[src/rtl/calc_pkg.sv]
// rtl/calc_pkg.sv - shared command/response codes and per-port FSM encoding
// Purpose: constants and types shared by the calc request sequencer and its FIFO.
// Ports: none (package).
package calc_pkg;

  localparam int unsigned CMD_NOP = 0;
  localparam int unsigned CMD_ADD = 1;
  localparam int unsigned CMD_SUB = 2;
  localparam int unsigned CMD_LSH = 5;
  localparam int unsigned CMD_RSH = 6;

  localparam logic [1:0] RESP_NONE = 2'd0;
  localparam logic [1:0] RESP_OK   = 2'd1;
  localparam logic [1:0] RESP_ERR  = 2'd2;

  typedef enum logic [2:0] {
    ST_IDLE = 3'd0,
    ST_OP1  = 3'd1,
    ST_OP2  = 3'd2,
    ST_WAIT = 3'd3,
    ST_DONE = 3'd4
  } port_state_t;

endpackage

[src/rtl/calc_req_fifo.sv]
// rtl/calc_req_fifo.sv - synchronous show-ahead FIFO holding queued calc operations
// Purpose: per-port operation queue; head entry is visible on o_rd_data while not empty.
// Ports:
//   i_clk, i_reset      clock, synchronous active-high reset (empties the queue)
//   i_wr_en, i_wr_data  write request and entry; ignored while full
//   i_rd_en             pop the head entry; ignored while empty
//   o_rd_data           current head entry
//   o_full, o_empty     occupancy flags
module calc_req_fifo #(
  parameter int WIDTH = 68,
  parameter int DEPTH = 4
) (
  input  logic             i_clk,
  input  logic             i_reset,
  input  logic             i_wr_en,
  input  logic [WIDTH-1:0] i_wr_data,
  input  logic             i_rd_en,
  output logic [WIDTH-1:0] o_rd_data,
  output logic             o_full,
  output logic             o_empty
);

  localparam int AW = $clog2(DEPTH);

  logic [WIDTH-1:0] r_mem [DEPTH];
  // One extra pointer bit distinguishes full (wrapped) from empty (equal).
  logic [AW:0]      r_wptr;
  logic [AW:0]      r_rptr;

  assign o_empty   = (r_wptr == r_rptr);
  assign o_full    = (r_wptr[AW] != r_rptr[AW]) && (r_wptr[AW-1:0] == r_rptr[AW-1:0]);
  assign o_rd_data = r_mem[r_rptr[AW-1:0]];

  always_ff @(posedge i_clk) begin
    if (i_reset) begin
      r_wptr <= '0;
      r_rptr <= '0;
    end else begin
      if (i_wr_en && !o_full) begin
        r_mem[r_wptr[AW-1:0]] <= i_wr_data;
        r_wptr                <= r_wptr + (AW+1)'(1);
      end
      if (i_rd_en && !o_empty) begin
        r_rptr <= r_rptr + (AW+1)'(1);
      end
    end
  end

endmodule

[src/rtl/calc_req_sequencer.sv]
// rtl/calc_req_sequencer.sv - multi-port calc request sequencer with per-port FIFOs
// Purpose: queues operations per DUT port, drives the two-cycle request protocol,
//   waits for a response or timeout, and reports completions on one result stream.
// Ports:
//   c_clk, reset                 clock, synchronous active-high reset
//   push_*                       operation enqueue interface (push_ready combinational)
//   req_cmd_out, req_data_out    per-port request pins to the DUT (packed by port)
//   out_resp, out_data           per-port DUT response pins (packed by port)
//   result_*                     registered one-cycle completion report
//   spurious_resp                sticky per-port flag: response seen outside WAIT
module calc_req_sequencer
  import calc_pkg::*;
#(
  parameter int NUM_PORTS = 4,
  parameter int DATA_W    = 32,
  parameter int CMD_W     = 4,
  parameter int DEPTH     = 4,
  parameter int TIMEOUT   = 64
) (
  input  logic                           c_clk,
  input  logic                           reset,
  input  logic                           push_valid,
  output logic                           push_ready,
  input  logic [$clog2(NUM_PORTS)-1:0]   push_port,
  input  logic [CMD_W-1:0]               push_cmd,
  input  logic [DATA_W-1:0]              push_op1,
  input  logic [DATA_W-1:0]              push_op2,
  output logic [NUM_PORTS*CMD_W-1:0]     req_cmd_out,
  output logic [NUM_PORTS*DATA_W-1:0]    req_data_out,
  input  logic [NUM_PORTS*2-1:0]         out_resp,
  input  logic [NUM_PORTS*DATA_W-1:0]    out_data,
  output logic                           result_valid,
  output logic [$clog2(NUM_PORTS)-1:0]   result_port,
  output logic [1:0]                     result_resp,
  output logic [DATA_W-1:0]              result_data,
  output logic                           result_timeout,
  output logic [NUM_PORTS-1:0]           spurious_resp
);

  localparam int PW  = $clog2(NUM_PORTS);
  localparam int NP2 = 1 << PW;
  localparam int EW  = CMD_W + 2*DATA_W;
  localparam int TW  = $clog2(TIMEOUT);

  // Port-indexed lookups padded to the full push_port range so that an
  // out-of-range port reads as "not a port" and "full".
  logic [NP2-1:0]       w_port_ok;
  logic [NP2-1:0]       w_full_pad;

  logic [NUM_PORTS-1:0] w_done;
  logic [NUM_PORTS-1:0] w_grant;
  logic [NUM_PORTS-1:0] w_cap_tmo;
  logic [1:0]           w_cap_resp [NUM_PORTS];
  logic [DATA_W-1:0]    w_cap_data [NUM_PORTS];
  logic                 w_any_done;
  logic [PW-1:0]        w_sel;

  assign push_ready = w_port_ok[push_port] & ~w_full_pad[push_port];

  for (genvar k = NUM_PORTS; k < NP2; k++) begin : g_pad
    assign w_port_ok[k]  = 1'b0;
    assign w_full_pad[k] = 1'b1;
  end

  for (genvar g = 0; g < NUM_PORTS; g++) begin : g_port
    port_state_t       r_state, w_state_nx;
    logic [CMD_W-1:0]  r_cmd, w_cmd_nx;
    logic [DATA_W-1:0] r_dout, w_dout_nx;
    logic [DATA_W-1:0] r_op2, w_op2_nx;
    logic [DATA_W-1:0] r_cap_data, w_cap_data_nx;
    logic [1:0]        r_cap_resp, w_cap_resp_nx;
    logic              r_cap_tmo, w_cap_tmo_nx;
    logic [TW-1:0]     r_timer, w_timer_nx;
    logic              r_spur;
    logic              w_wr_en, w_pop, w_full, w_empty;
    logic [EW-1:0]     w_head;
    logic [1:0]        w_resp_in;
    logic [DATA_W-1:0] w_data_in;

    assign w_resp_in = out_resp[g*2 +: 2];
    assign w_data_in = out_data[g*DATA_W +: DATA_W];
    assign w_wr_en   = push_valid && push_ready && (push_port == PW'(g));

    calc_req_fifo #(
      .WIDTH (EW),
      .DEPTH (DEPTH)
    ) u_fifo (
      .i_clk     (c_clk),
      .i_reset   (reset),
      .i_wr_en   (w_wr_en),
      .i_wr_data ({push_cmd, push_op1, push_op2}),
      .i_rd_en   (w_pop),
      .o_rd_data (w_head),
      .o_full    (w_full),
      .o_empty   (w_empty)
    );

    always_comb begin
      w_state_nx    = r_state;
      w_cmd_nx      = r_cmd;
      w_dout_nx     = r_dout;
      w_op2_nx      = r_op2;
      w_cap_data_nx = r_cap_data;
      w_cap_resp_nx = r_cap_resp;
      w_cap_tmo_nx  = r_cap_tmo;
      w_timer_nx    = r_timer;
      w_pop         = 1'b0;
      case (r_state)
        ST_IDLE: begin
          if (!w_empty) begin
            w_pop      = 1'b1;
            w_cmd_nx   = w_head[EW-1 -: CMD_W];
            w_dout_nx  = w_head[2*DATA_W-1 -: DATA_W];
            w_op2_nx   = w_head[DATA_W-1:0];
            w_state_nx = ST_OP1;
          end
        end
        ST_OP1: begin
          w_cmd_nx   = CMD_W'(CMD_NOP);
          w_dout_nx  = r_op2;
          w_state_nx = ST_OP2;
        end
        ST_OP2: begin
          w_cmd_nx   = CMD_W'(CMD_NOP);
          w_dout_nx  = '0;
          w_timer_nx = '0;
          w_state_nx = ST_WAIT;
        end
        ST_WAIT: begin
          // A response wins over a timer expiring in the same cycle.
          if (w_resp_in != RESP_NONE) begin
            w_cap_resp_nx = w_resp_in;
            w_cap_data_nx = w_data_in;
            w_cap_tmo_nx  = 1'b0;
            w_state_nx    = ST_DONE;
          end else if (r_timer == TW'(TIMEOUT-1)) begin
            w_cap_resp_nx = RESP_NONE;
            w_cap_data_nx = '0;
            w_cap_tmo_nx  = 1'b1;
            w_state_nx    = ST_DONE;
          end else begin
            w_timer_nx = r_timer + TW'(1);
          end
        end
        ST_DONE: begin
          if (w_grant[g]) begin
            w_state_nx = ST_IDLE;
          end
        end
        default: w_state_nx = ST_IDLE;
      endcase
    end

    always_ff @(posedge c_clk) begin
      if (reset) begin
        r_state    <= ST_IDLE;
        r_cmd      <= '0;
        r_dout     <= '0;
        r_op2      <= '0;
        r_cap_data <= '0;
        r_cap_resp <= '0;
        r_cap_tmo  <= 1'b0;
        r_timer    <= '0;
        r_spur     <= 1'b0;
      end else begin
        r_state    <= w_state_nx;
        r_cmd      <= w_cmd_nx;
        r_dout     <= w_dout_nx;
        r_op2      <= w_op2_nx;
        r_cap_data <= w_cap_data_nx;
        r_cap_resp <= w_cap_resp_nx;
        r_cap_tmo  <= w_cap_tmo_nx;
        r_timer    <= w_timer_nx;
        if ((r_state != ST_WAIT) && (w_resp_in != RESP_NONE)) begin
          r_spur <= 1'b1;
        end
      end
    end

    assign w_port_ok[g]                      = 1'b1;
    assign w_full_pad[g]                     = w_full;
    assign w_done[g]                         = (r_state == ST_DONE);
    assign w_cap_resp[g]                     = r_cap_resp;
    assign w_cap_data[g]                     = r_cap_data;
    assign w_cap_tmo[g]                      = r_cap_tmo;
    assign req_cmd_out[g*CMD_W +: CMD_W]     = r_cmd;
    assign req_data_out[g*DATA_W +: DATA_W]  = r_dout;
    assign spurious_resp[g]                  = r_spur;
  end

  // Lowest-index DONE port wins; isolate its bit for the per-port release.
  assign w_any_done = |w_done;
  assign w_grant    = w_done & (~w_done + NUM_PORTS'(1));

  always_comb begin
    w_sel = '0;
    for (int i = NUM_PORTS-1; i >= 0; i--) begin
      if (w_done[i]) begin
        w_sel = PW'(i);
      end
    end
  end

  always_ff @(posedge c_clk) begin
    if (reset) begin
      result_valid   <= 1'b0;
      result_port    <= '0;
      result_resp    <= '0;
      result_data    <= '0;
      result_timeout <= 1'b0;
    end else begin
      result_valid <= w_any_done;
      if (w_any_done) begin
        result_port    <= w_sel;
        result_resp    <= w_cap_resp[w_sel];
        result_data    <= w_cap_data[w_sel];
        result_timeout <= w_cap_tmo[w_sel];
      end else begin
        result_port    <= '0;
        result_resp    <= '0;
        result_data    <= '0;
        result_timeout <= 1'b0;
      end
    end
  end

endmodule

[config.mk]
export PLATFORM = sky130hd
export DESIGN_NAME = calc_req_sequencer
export DESIGN_NICKNAME = d
export VERILOG_FILES = /design/src/rtl/calc_pkg.sv /design/src/rtl/calc_req_fifo.sv /design/src/rtl/calc_req_sequencer.sv
export SDC_FILE = /design/constraint.sdc
export NUM_CORES = 2
export LEC_CHECK = 0
export ABC_AREA = 1
export CORE_MARGIN = 4
export CORE_UTILIZATION = 46
export DETAILED_ROUTE_END_ITERATION = 10
export PLACE_DENSITY = 0.77
export SLEW_MARGIN = 20
export SYNTH_ARGS = -nofsm -noshare
export SYNTH_HDL_FRONTEND = slang
export SYNTH_SLANG_ARGS = --single-unit
[constraint.sdc]
create_clock -name c_clk -period 4.6 [get_ports c_clk]
set_input_delay 0.69 -clock c_clk [delete_from_list [all_inputs] [get_ports c_clk]]
set_output_delay 0.69 -clock c_clk [all_outputs]
set_load 0.01 [all_outputs]
==> impl_metrics.yaml <==
run_status:
  status: "finished clean"
clock_network:
  cts_made_buffers: 157
  clk_path_buf_depth: 3
  cts_tree: "done"
  cts_post_setup_buffers_inserted: 0
  cts_hold_buf: 0
  ctsResizeCount: 0
  clk_transition_reported_paths_ns: 0.07
  cts_sinks: 1610
  cts_root_buffer: "clkbuf_16"
  ctsHtreeMaxLevel: 4
  worst_skew_pair.late_latency_ns: 0.81
yosys:
  ys_dominant_reg_cell: "edfxtp_1"
  synth.area.top_cells: "edfxtp_1 (53%), dfxtp_1 (17%), o21ai_0 (6.6%), nor2_1 (6.4%), nand2_1 (3.2%)"
  asyncSetResetFlopFracSynth_pct: 0
  yosys.cell_types.count: 38
  syn-instance-count: 5584
  number_of_enable_flip_flop_cells_after_synthesis: 1088
  yosys.area.top_type: "edfxtp_1"
  synth.most_common_cell: "edfxtp_1"
  synth.avg_cell_area_um2: 10.99
  ys_seq_area_share_pct: 70.27
  ys_top_cells_by_count: "edfxtp_1 (1088), nor2_1 (1053), o21ai_0 (813), dfxtp_1 (522), nand2_1 (516)"
  synth_top_area_share_pct: 53.24
  synthesis.nets: 5817
  synthesized_cell_area_mm2: 0.06137
  synth-seq-cells: 1610
  synth.yosys.warnings: 0
power_and_ir_drop:
  power.density_mw_per_mm2: 588.7
  ir_drop_mv: 0.3942
  p_total_w: 0.04251
  leakagePower_nw: 24.55
global_routing:
  antenna_found_initial: 4
  grt_pass1_vias: 42340
  grt_util_all_layers_pct: 24.57
  grt_max_degree: 182
  grt_first_pass_wirelength_mm: 264.5
  overflow: 0
placement:
  hpwl_mm: 109.0
  finalWeightedCongestion: 0.9507
  placement.io_buffers: 395
  placement.cell_area_mm2: 0.06708
timing:
  layout_min_cycle_time_ns: 3.439
  timing.final.setup_violations: 0
  worst_slew_pin_slew_ns: 1.129
  final_hold_viol_count: 0
  relSlewSlack_pct: 24.54
  fin_crit_sh_pct: 74.75
  report.final.slew_viol_count: 0
  fmaxAchievable_mhz: 290.8
  timing.clock.skew_ns: 0.03864
  rsz_0062_raised_after_global_routing: "false"
routing:
  postRouteWirelength_mm: 178.2
  post_drt_wl_per_cell_um: 23.06
  ant_nets: 0
  detail_route.vias_per_cell: 5.762
  wl_met1_mm: 67.14
  firstDrtPassIters: 6
  highest_layer: "met5"
  dr_wl_met2_mm: 87.02
  route.vias.total: 44530
  met3WireLength_mm: 15.59
  dr.first_iter.drc_count: 4954
  drc: 0
critical_path:
  data_arrival_time_at_the_worst_slack_endpoint_ns: 4.09
  path_buf_inv: 4
  largest_delay_share_family_worst_path: "buffers and inverters"
  category_of_the_critical_setup_timing_path: "flop to flop"
  slowest_stage_cell_cp: "nand2_2"
  worstReg2RegStart: "g_port[3].r_state[0]"
  max_stage_delay_ns: 0.84
  crit_end: "g_port[3].r_dout[21]"
  worst_setup_path_end_kind: "flop"
  critPathRequiredTime_ns: 5.25
  worstRegToRegCells: 10
  worst-path-stages: 10
  crit_path_start_kind: "flop"
  reg2reg_to: "g_port[3].r_dout[21]"
  crit_path_start: "g_port[3].r_state[0]"
  worstPathCellList: "inv_1, nor2_2, buf_4, nand2_1, nand2_1, inv_2, nand2_2, buf_4, o21ai_0, a31oi_1"
  ff2ff_setup_slack_ns: 1.16
  timing.critical_path.fanout_max: 46
floorplan:
  fp.dieArea_mm2: 0.1393
  num_rows: 133
  ioPinCount: 396
  die_w_um: 373.2
  initial_utilization_pct: 46.50
  core_mm2: 0.1320
  height_of_the_die_um: 373.2
layout:
  layout.area.seq_mm2: 0.04314
  area.growth.synth_to_final_pct: 17.67
  final_design_area_no_fill_mm2: 0.07221
  nFillCells: 10580
  multi_input_comb_area_mm2: 0.01621
  final_net_count: 6074
  post_route_cells_drive_above_1_share_pct: 6.499
min_path:
  hold_depth: 2
  hold_path.class: "input pin to flop"
flow_run:
  drv.max_cap_violation_count: 0
## stage by stage
step,utilization (%),instances,hold WS (ns),TNS [ns],setup WS (ns)
after global routing,54.72,7725,0.3228,0,1.017
after detailed placement,50.83,7436,0.4468,0,0.7931
final,54.72,7727,0.3053,0,1.161
after CTS,54.69,7724,0.3023,0,1.183
after global placement,50.83,7436,0.4313,0,0.7991
after floorplan,-,5584,0.4223,-250.64,-0.2304
## worst register-to-register path, cell delays in order (launching register included)
cell and delay [ns]:
dfxtp_1 0.31, inv_1 0.14, nor2_2 0.05, buf_4 0.27, nand2_1 0.12, nand2_1 0.08
inv_2 0.62, nand2_2 0.84, buf_4 0.51, o21ai_0 0.28, a31oi_1 0.12
## sequential cells by signal (all words and copies together) (netlist names), 16 cells and up, named ones only
register	count
g_port.u_fifo.r_mem	1088
g_port.r_cap_data	128
g_port.r_dout	128
g_port.r_op2	128
result_data	32
g_port.r_timer	24
g_port.r_cmd	16
## power breakdown
part	internal, W	total, W	switching, W
sequential	0.0167	0.0178	0.00105
clock	0.00702	0.0126	0.00559
combinational	0.00375	0.0121	0.00838
total	0.0275	0.0425	0.0150
## kinds of logic after synthesis
group	count (synthesis)	share of synthesized area (%)
AO/OA/AOI/OAI	1528	13.32
buffers and inverters	550	3.550
flip-flops	1610	70.27
XOR/XNOR	12	0.1713
AND/OR/NAND/NOR	1860	12.20
adder cells (fa/ha/maj)	24	0.4893
## how the worst min path moves through the flow
stage / slack [ns] / end / start
after floorplan: 0.42 / g_port[1].r_timer[5] / g_port[1].r_timer[5]
after global placement: 0.43 / g_port[1].r_timer[5] / g_port[1].r_timer[5]
after detailed placement: 0.45 / g_port[1].r_timer[5] / g_port[1].r_timer[5]
after CTS: 0.30 / g_port[0].r_spur / reset
after global routing: 0.32 / g_port[0].r_spur / reset
final: 0.31 / g_port[0].r_spur / reset
## layer usage
metal / up-vias / global-route usage, %
met3: 404 / 4.623
met2: 2366 / 41.21
met1: 21480 / 31.10
met5: - / 0
met4: 2 / 11.11
li1: 20270 / -
## cells in the final DEF, fill, tap and decap left out, types with 4 or more instances in the layout
| cell type | synthesis | routed |
|---|---|---|
| a21oi_1 | 304 | 304 |
| a31oi_1 | 174 | 174 |
| and3_1 | 5 | 5 |
| buf_12 | 0 | 25 |
| buf_4 | 6 | 56 |
| clkbuf_1 | 278 | 52 |
| clkbuf_16 | 0 | 159 |
| clkbuf_8 | 0 | 22 |
| clkdlybuf4s50_1 | 0 | 394 |
| clkinv_1 | 4 | 8 |
| clkinv_16 | 0 | 6 |
| clkinv_2 | 0 | 25 |
| clkinvlp_4 | 0 | 4 |
| dfxtp_1 | 522 | 514 |
| dfxtp_2 | 0 | 4 |
| dfxtp_4 | 0 | 4 |
| edfxtp_1 | 1088 | 1088 |
| ha_1 | 24 | 24 |
| inv_1 | 146 | 140 |
| inv_16 | 0 | 6 |
| inv_2 | 21 | 25 |
| inv_6 | 0 | 4 |
| nand2_1 | 516 | 513 |
| nand2_2 | 3 | 5 |
| nand3_1 | 208 | 208 |
| nand4_1 | 50 | 50 |
| nor2_1 | 1053 | 1032 |
| nor2_2 | 3 | 8 |
| nor2_4 | 0 | 16 |
| nor3_1 | 10 | 10 |
| nor3_4 | 4 | 4 |
| o211a_1 | 21 | 21 |
| o21ai_0 | 813 | 813 |
| o21ai_1 | 72 | 72 |
| o22ai_1 | 136 | 136 |
| xnor2_1 | 5 | 5 |
| xor2_1 | 7 | 7 |
## area by class of cell
type	count	area share, %
flip-flops and latches	1610	59.74
clock inverters	55	0.8594
multi-input cells	3424	22.45
inverters	171	0.9080
clock buffers	233	6.200
diodes	2	0.006931
repair buffers	477	6.791
well taps	1755	3.041
Note: power is estimated with default switching activity, not from simulation.
